===== src/rtl/memory_32_5_arb_if.sv =====
// Bus bundle between two requesters, the arbiter and a 32x32 memory.
// slave: arbiter side; master: requester/memory side.
interface memory_32_5_arb_if #(
    parameter int ADDR_W = 5,
    parameter int DATA_W = 32
);
    logic              a_req_vld;
    logic              a_req_wr;
    logic [ADDR_W-1:0] a_req_addr;
    logic [DATA_W-1:0] a_req_wdata;
    logic              a_req_rdy;
    logic              a_rsp_vld;
    logic [DATA_W-1:0] a_rsp_data;

    logic              b_req_vld;
    logic              b_req_wr;
    logic [ADDR_W-1:0] b_req_addr;
    logic [DATA_W-1:0] b_req_wdata;
    logic              b_req_rdy;
    logic              b_rsp_vld;
    logic [DATA_W-1:0] b_rsp_data;

    logic              mem_wr_vld;
    logic [ADDR_W-1:0] mem_wr_address;
    logic [DATA_W-1:0] mem_wr_data;
    logic [ADDR_W-1:0] mem_rd_address;
    logic [DATA_W-1:0] mem_rd_data;

    modport slave (
        input  a_req_vld, a_req_wr, a_req_addr, a_req_wdata,
        output a_req_rdy, a_rsp_vld, a_rsp_data,
        input  b_req_vld, b_req_wr, b_req_addr, b_req_wdata,
        output b_req_rdy, b_rsp_vld, b_rsp_data,
        output mem_wr_vld, mem_wr_address, mem_wr_data,
        output mem_rd_address,
        input  mem_rd_data
    );

    modport master (
        output a_req_vld, a_req_wr, a_req_addr, a_req_wdata,
        input  a_req_rdy, a_rsp_vld, a_rsp_data,
        output b_req_vld, b_req_wr, b_req_addr, b_req_wdata,
        input  b_req_rdy, b_rsp_vld, b_rsp_data,
        input  mem_wr_vld, mem_wr_address, mem_wr_data,
        input  mem_rd_address,
        output mem_rd_data
    );
endinterface


===== src/rtl/memory_32_5_arb.sv =====
// Two-requester arbiter/sequencer for a 32x32 memory, 2-cycle read.
// Ports: clk, reset (sync, active-high), bus (memory_32_5_arb_if.slave).
// Build option: MEM_ARB_FIXED_PRIO_EN gives A fixed priority over B;
// without it, contested cycles alternate by round-robin (B first).
module memory_32_5_arb #(
    parameter int ADDR_W = 5,
    parameter int DATA_W = 32,
    parameter int RD_LAT = 2
) (
    input  logic                clk,
    input  logic                reset,
    memory_32_5_arb_if.slave    bus
);
    logic              gnt_a;
    logic              gnt_b;
    logic              win_wr;
    logic [ADDR_W-1:0] win_addr;
    logic [DATA_W-1:0] win_data;
    logic              wr_issue;
    logic              rd_issue;

    // Response pipeline: valid and owner (1 = B) per read stage
    logic [RD_LAT-1:0] vld_q, vld_d;
    logic [RD_LAT-1:0] own_q, own_d;

`ifdef MEM_ARB_FIXED_PRIO_EN
    always_comb begin
        gnt_a = bus.a_req_vld;
        gnt_b = bus.b_req_vld && !bus.a_req_vld;
    end
`else
    logic last_b_q, last_b_d;

    always_ff @(posedge clk) begin
        if (reset) last_b_q <= 1'b0;
        else       last_b_q <= last_b_d;
    end

    always_comb begin
        last_b_d = last_b_q;
        if (gnt_a)      last_b_d = 1'b0;
        else if (gnt_b) last_b_d = 1'b1;
    end

    // Contested: whoever did not win last time
    always_comb begin
        gnt_a = bus.a_req_vld && (!bus.b_req_vld || last_b_q);
        gnt_b = bus.b_req_vld && (!bus.a_req_vld || !last_b_q);
    end
`endif

    always_comb begin
        bus.a_req_rdy = gnt_a;
        bus.b_req_rdy = gnt_b;
    end

    always_comb begin
        win_wr   = 1'b0;
        win_addr = '0;
        win_data = '0;
        if (gnt_a) begin
            win_wr   = bus.a_req_wr;
            win_addr = bus.a_req_addr;
            win_data = bus.a_req_wdata;
        end else if (gnt_b) begin
            win_wr   = bus.b_req_wr;
            win_addr = bus.b_req_addr;
            win_data = bus.b_req_wdata;
        end
    end

    // Handshakes during reset are dropped: no write, no read issue
    always_comb begin
        wr_issue = (gnt_a || gnt_b) && win_wr && !reset;
        rd_issue = (gnt_a || gnt_b) && !win_wr && !reset;
    end

    always_comb begin
        bus.mem_wr_vld     = wr_issue;
        bus.mem_wr_address = wr_issue ? win_addr : '0;
        bus.mem_wr_data    = wr_issue ? win_data : '0;
        bus.mem_rd_address = rd_issue ? win_addr : '0;
    end

    always_comb begin
        vld_d = {vld_q[RD_LAT-2:0], rd_issue};
        own_d = {own_q[RD_LAT-2:0], gnt_b};
    end

    always_ff @(posedge clk) begin
        if (reset) begin
            vld_q <= '0;
            own_q <= '0;
        end else begin
            vld_q <= vld_d;
            own_q <= own_d;
        end
    end

    always_comb begin
        bus.a_rsp_vld  = vld_q[RD_LAT-1] && !own_q[RD_LAT-1];
        bus.b_rsp_vld  = vld_q[RD_LAT-1] && own_q[RD_LAT-1];
        bus.a_rsp_data = bus.a_rsp_vld ? bus.mem_rd_data : '0;
        bus.b_rsp_data = bus.b_rsp_vld ? bus.mem_rd_data : '0;
    end
endmodule

===== src/flat_wrapper.sv =====
// flat-port wrapper written by rule: the top's interface ports become plain ports
module memory_32_5_arb_flat 
#(
    parameter int ADDR_W = 5,
    parameter int DATA_W = 32,
    parameter int RD_LAT = 2
)
  (clk, reset, bus_a_req_vld, bus_a_req_wr, bus_a_req_addr, bus_a_req_wdata, bus_a_req_rdy, bus_a_rsp_vld, bus_a_rsp_data, bus_b_req_vld, bus_b_req_wr, bus_b_req_addr, bus_b_req_wdata, bus_b_req_rdy, bus_b_rsp_vld, bus_b_rsp_data, bus_mem_wr_vld, bus_mem_wr_address, bus_mem_wr_data, bus_mem_rd_address, bus_mem_rd_data);
  memory_32_5_arb_if #(.ADDR_W(ADDR_W), .DATA_W(DATA_W)) bus_i ();
  input  logic clk;
  input  logic reset;
  input wire logic [$bits(bus_i.a_req_vld)-1:0] bus_a_req_vld;
  input wire logic [$bits(bus_i.a_req_wr)-1:0] bus_a_req_wr;
  input wire logic [$bits(bus_i.a_req_addr)-1:0] bus_a_req_addr;
  input wire logic [$bits(bus_i.a_req_wdata)-1:0] bus_a_req_wdata;
  output wire logic [$bits(bus_i.a_req_rdy)-1:0] bus_a_req_rdy;
  output wire logic [$bits(bus_i.a_rsp_vld)-1:0] bus_a_rsp_vld;
  output wire logic [$bits(bus_i.a_rsp_data)-1:0] bus_a_rsp_data;
  input wire logic [$bits(bus_i.b_req_vld)-1:0] bus_b_req_vld;
  input wire logic [$bits(bus_i.b_req_wr)-1:0] bus_b_req_wr;
  input wire logic [$bits(bus_i.b_req_addr)-1:0] bus_b_req_addr;
  input wire logic [$bits(bus_i.b_req_wdata)-1:0] bus_b_req_wdata;
  output wire logic [$bits(bus_i.b_req_rdy)-1:0] bus_b_req_rdy;
  output wire logic [$bits(bus_i.b_rsp_vld)-1:0] bus_b_rsp_vld;
  output wire logic [$bits(bus_i.b_rsp_data)-1:0] bus_b_rsp_data;
  output wire logic [$bits(bus_i.mem_wr_vld)-1:0] bus_mem_wr_vld;
  output wire logic [$bits(bus_i.mem_wr_address)-1:0] bus_mem_wr_address;
  output wire logic [$bits(bus_i.mem_wr_data)-1:0] bus_mem_wr_data;
  output wire logic [$bits(bus_i.mem_rd_address)-1:0] bus_mem_rd_address;
  input wire logic [$bits(bus_i.mem_rd_data)-1:0] bus_mem_rd_data;
  assign bus_i.a_req_vld = bus_a_req_vld;
  assign bus_i.a_req_wr = bus_a_req_wr;
  assign bus_i.a_req_addr = bus_a_req_addr;
  assign bus_i.a_req_wdata = bus_a_req_wdata;
  assign bus_a_req_rdy = bus_i.a_req_rdy;
  assign bus_a_rsp_vld = bus_i.a_rsp_vld;
  assign bus_a_rsp_data = bus_i.a_rsp_data;
  assign bus_i.b_req_vld = bus_b_req_vld;
  assign bus_i.b_req_wr = bus_b_req_wr;
  assign bus_i.b_req_addr = bus_b_req_addr;
  assign bus_i.b_req_wdata = bus_b_req_wdata;
  assign bus_b_req_rdy = bus_i.b_req_rdy;
  assign bus_b_rsp_vld = bus_i.b_rsp_vld;
  assign bus_b_rsp_data = bus_i.b_rsp_data;
  assign bus_mem_wr_vld = bus_i.mem_wr_vld;
  assign bus_mem_wr_address = bus_i.mem_wr_address;
  assign bus_mem_wr_data = bus_i.mem_wr_data;
  assign bus_mem_rd_address = bus_i.mem_rd_address;
  assign bus_i.mem_rd_data = bus_mem_rd_data;
  memory_32_5_arb #(.ADDR_W(ADDR_W), .DATA_W(DATA_W), .RD_LAT(RD_LAT)) u_core (.clk(clk), .reset(reset), .bus(bus_i));
endmodule

===== config.mk =====
export PLATFORM = sky130hd
export DESIGN_NAME = memory_32_5_arb_flat
export DESIGN_NICKNAME = d
export VERILOG_FILES = /design/src/rtl/memory_32_5_arb_if.sv /design/src/rtl/memory_32_5_arb.sv /design/src/flat_wrapper.sv
export SDC_FILE = /design/constraint.sdc
export NUM_CORES = 1
export LEC_CHECK = 0
export CAP_MARGIN = 25
export CORE_AREA = 3 3 86 88
export DETAILED_ROUTE_END_ITERATION = 6
export DIE_AREA = 0 0 89 91
export PLACE_DENSITY = 0.82
export SETUP_SLACK_MARGIN = 0.5
export SLEW_MARGIN = 20
export SYNTH_ARGS = -nofsm -noshare
export SYNTH_HDL_FRONTEND = slang
export SYNTH_SLANG_ARGS = --single-unit

===== constraint.sdc =====
create_clock -name clk -period 1.7 [get_ports clk]
set_input_delay 0.34 -clock clk [delete_from_list [all_inputs] [get_ports clk]]
set_output_delay 0.34 -clock clk [all_outputs]
set_load 0.01 [all_outputs]

==> flow_metrics.py <==
metrics = {
    "yosys": {
        "synthesis.area_mm2": 0.00123,
        "synth_fp_nets": 304,
        "synth_top_cell_by_area": "a32oi_1",
        "synth_area_per_cell_um2": 6.39,
        "synth_top_area_frac": 0.278,
        "synth_cell_types": 16,
        "yosysWarningCount": 0,
        "yosysSeqAreaShare": 0.0815,
        "synth.area.top_cells": "a32oi_1, and2_1, and3_1",
        "ys_seq_elements": 5,
        "syn_inst": 192,
    },
    "global_route": {
        "grt_usage": 0.259,
        "grt_pass1_wl_um": 16100,
        "antenna_found_initial": 5,
        "overflow": 0,
        "grt_pass1_vias": 3049,
        "grt_max_degree": 15,
    },
    "placed_design": {
        "placed_cell_area_mm2": 0.00394,
        "portBuffers": 222,
        "place.gp.congestion": 0.852,
        "hpwl_um": 7270,
    },
    "worst_setup_path": {
        "crit_arrival_ns": 1.65,
        "cpMostUsedCell": "buf_6",
        "cp-end-kind": "output port",
        "crit_slowest_cell": "dfxtp_4",
        "path_cells": "nand2b_4 -> a32oi_4 -> buf_6 -> buf_12 -> buf_12 -> buf_6 -> nor2_4 -> buf_6",
        "required_ns": 1.36,
        "critical_path_class": "register to output port",
        "crit_fanout": 7,
        "worst-path-buf-inv": 5,
        "crit_path_start_kind": "register",
        "max_stage_delay_ns": 0.35,
        "crit_family": "buffers and inverters",
    },
    "pwr": {
        "pwr-share-clk": 0.133,
        "p_int_mw": 1.08,
        "p_leak_nw": 2.40,
        "p_per_area_mw_per_mm2": 297,
        "switchingPower_mw": 0.647,
        "pwr-share-seq": 0.075,
        "vdd_drop_max_v": 0.000203,
        "combPwrFrac": 0.792,
        "switching_share": 0.374,
    },
    "drt": {
        "top_layer": "met5",
        "drc": 0,
        "post_drt_wl_per_cell_um": 25.0,
        "wl_met1_um": 4590,
        "dr_wl_met3_um": 1270,
        "final_antenna_net_count": 0,
        "viasPerCell": 5.28,
        "routed_wl_um": 14000,
        "dr_wl_met2_um": 7500,
        "drt_iter0_markers": 171,
        "vias": 2958,
        "first_pass_iters": 4,
    },
    "sta": {
        "rsz0062_at_grt": "yes",
        "fmax_ghz": 0.503,
        "final.setup_skew_ns": 0.00112,
        "final-setup-viol-count": 71,
        "tns_ns": -10.37,
        "setup_ws_ns": -0.289,
        "finalHoldViolations": 0,
        "slew_headroom": 0.799,
        "period_needed_ns": 1.99,
        "final_max_slew_viol_count": 0,
        "worstMarginPinSlew_ns": 0.301,
        "period_share": 1.17,
    },
    "floorplan": {
        "rows": 30,
        "die_h_um": 91,
        "die_w_um": 89,
        "ioPinCount": 223,
        "core_area_mm2": 0.00672,
        "initial_utilization": 0.183,
        "die-area_mm2": 0.00810,
    },
    "clocking": {
        "clk_path_buf_depth": 2,
        "ctsHoldBuffers": 0,
        "path_clk_slew_ns": 0.04,
        "root_buffer": "clkbuf_8",
        "numCtsBuffers": 3,
        "insertion_delay_ns": 0.23,
        "htreeDepth": 1,
        "cts_sinks": 5,
        "cts_tree": "built",
    },
    "cells_and_area": {
        "nets": 590,
        "syn_to_final_growth_pct": 374,
        "stdcell_area_mm2": 0.00582,
        "finish.utilization": 0.866,
        "drive_gt1_frac": 0.732,
    },
    "outcome": {
        "outcome": "complete, but fails checks",
        "failed_checks": "setup timing",
    },
    "min_path": {
        "hold_class": "register to register",
    },
    "job": {
        "drv_cap": 0,
    },
}
synthesized netlist by cell type:
cell       n
dfxtp_1    5
inv_1      1
a32oi_1   39
a21oi_1    1
nor2_1    44
buf_6      2
a21boi_2   1
nand2b_2   1
nand2b_1   1
inv_2      1
buf_2      9
and3_1    32
nor2b_1    6
and2_1    34
buf_4      2
clkbuf_1  13
power groups by stage:
stage | Sequential, mW | Clock (mW) | Combinational, mW
2_1_floorplan | 0.132 | 0 | 0.316
3_3_place_gp | 0.132 | 0 | 0.796
3_5_place_dp | 0.132 | 0 | 0.814
4_1_cts | 0.129 | 0.227 | 1.12
5_1_grt | 0.130 | 0.243 | 1.41
6_report | 0.130 | 0.229 | 1.37
per-stage QoR:
step / std cells / setup WS [ns] / hold WS, ns / power (mW)
final: 560 / -0.289 / 0.442 / 1.73
after global routing: 559 / -0.319 / 0.443 / 1.79
after CTS: 549 / -0.268 / 0.435 / 1.47
after detailed placement: 492 / -0.907 / 0.430 / 0.946
after global placement: 492 / -0.840 / 0.421 / 0.928
after floorplan: 192 / 0.255 / 0.402 / 0.448
metal layers:
metal	global-route usage	up-vias
li1	-	1290
met1	0.234	1419
met2	0.504	192
met3	0.0789	51
met4	0.117	6
met5	0	-
final timing paths:
path | startpoint | endpoint | depth (start not counted) | slack [ns]
hold / removal | u_core.vld_q[0] | u_core.vld_q[1] | 1 | 0.44
hold reg to reg | u_core.vld_q[0] | u_core.vld_q[1] | 1 | 0.44
setup / recovery | u_core.last_b_q | bus_mem_wr_address[1] | 8 | -0.29
setup reg to reg | u_core.last_b_q | u_core.last_b_q | 6 | 0.44
cell families after synthesis:
kind of cell | Yosys count | synth area share
and+or+nand+nor | 118 | 0.514
DFF | 5 | 0.0816
buffers and inverters | 28 | 0.113
AOI/OAI and AO/OA | 41 | 0.292
flip-flops by register name (all words and copies together), names as in the netlist:
register,count
u_core.last_b_q,1
u_core.own_q,2
u_core.vld_q,2
layout by cell type, fill, tap and decap left out, drive strengths merged:
cell type / n
a21oi: 1
clkdlybuf4s15: 2
a21boi: 1
nor2b: 6
clkbuf: 5
clkdlybuf4s50: 85
inv: 2
and3: 32
nor2: 44
a32oi: 39
diode: 3
buf: 197
dlygate4sd2: 17
dlymetal6s2s: 5
and2: 34
nand2b: 2
dfxtp: 5
cell type report:
| cell class | instances | area, um^2 |
|---|---|---|
| clock buffer | 4 | 45.0 |
| timing repair buffer | 307 | 3560 |
| multi-input combinational | 159 | 1990 |
| antenna | 3 | 7.51 |
| tap | 80 | 100 |
| sequential | 5 | 111 |
| inverter | 2 | 10.0 |
| fill | 303 | 897 |
timing repair:
action / in CTS / in global routing
pin swaps: 42 / 50
gates resized for setup: 623 / 170
endpoints found under the hold margin: 0 / 0
setup endpoints to repair: 112 / 112
gates cloned: 12 / 1
buffers inserted: 41 / 7
Power figures use the tool's default switching activity.
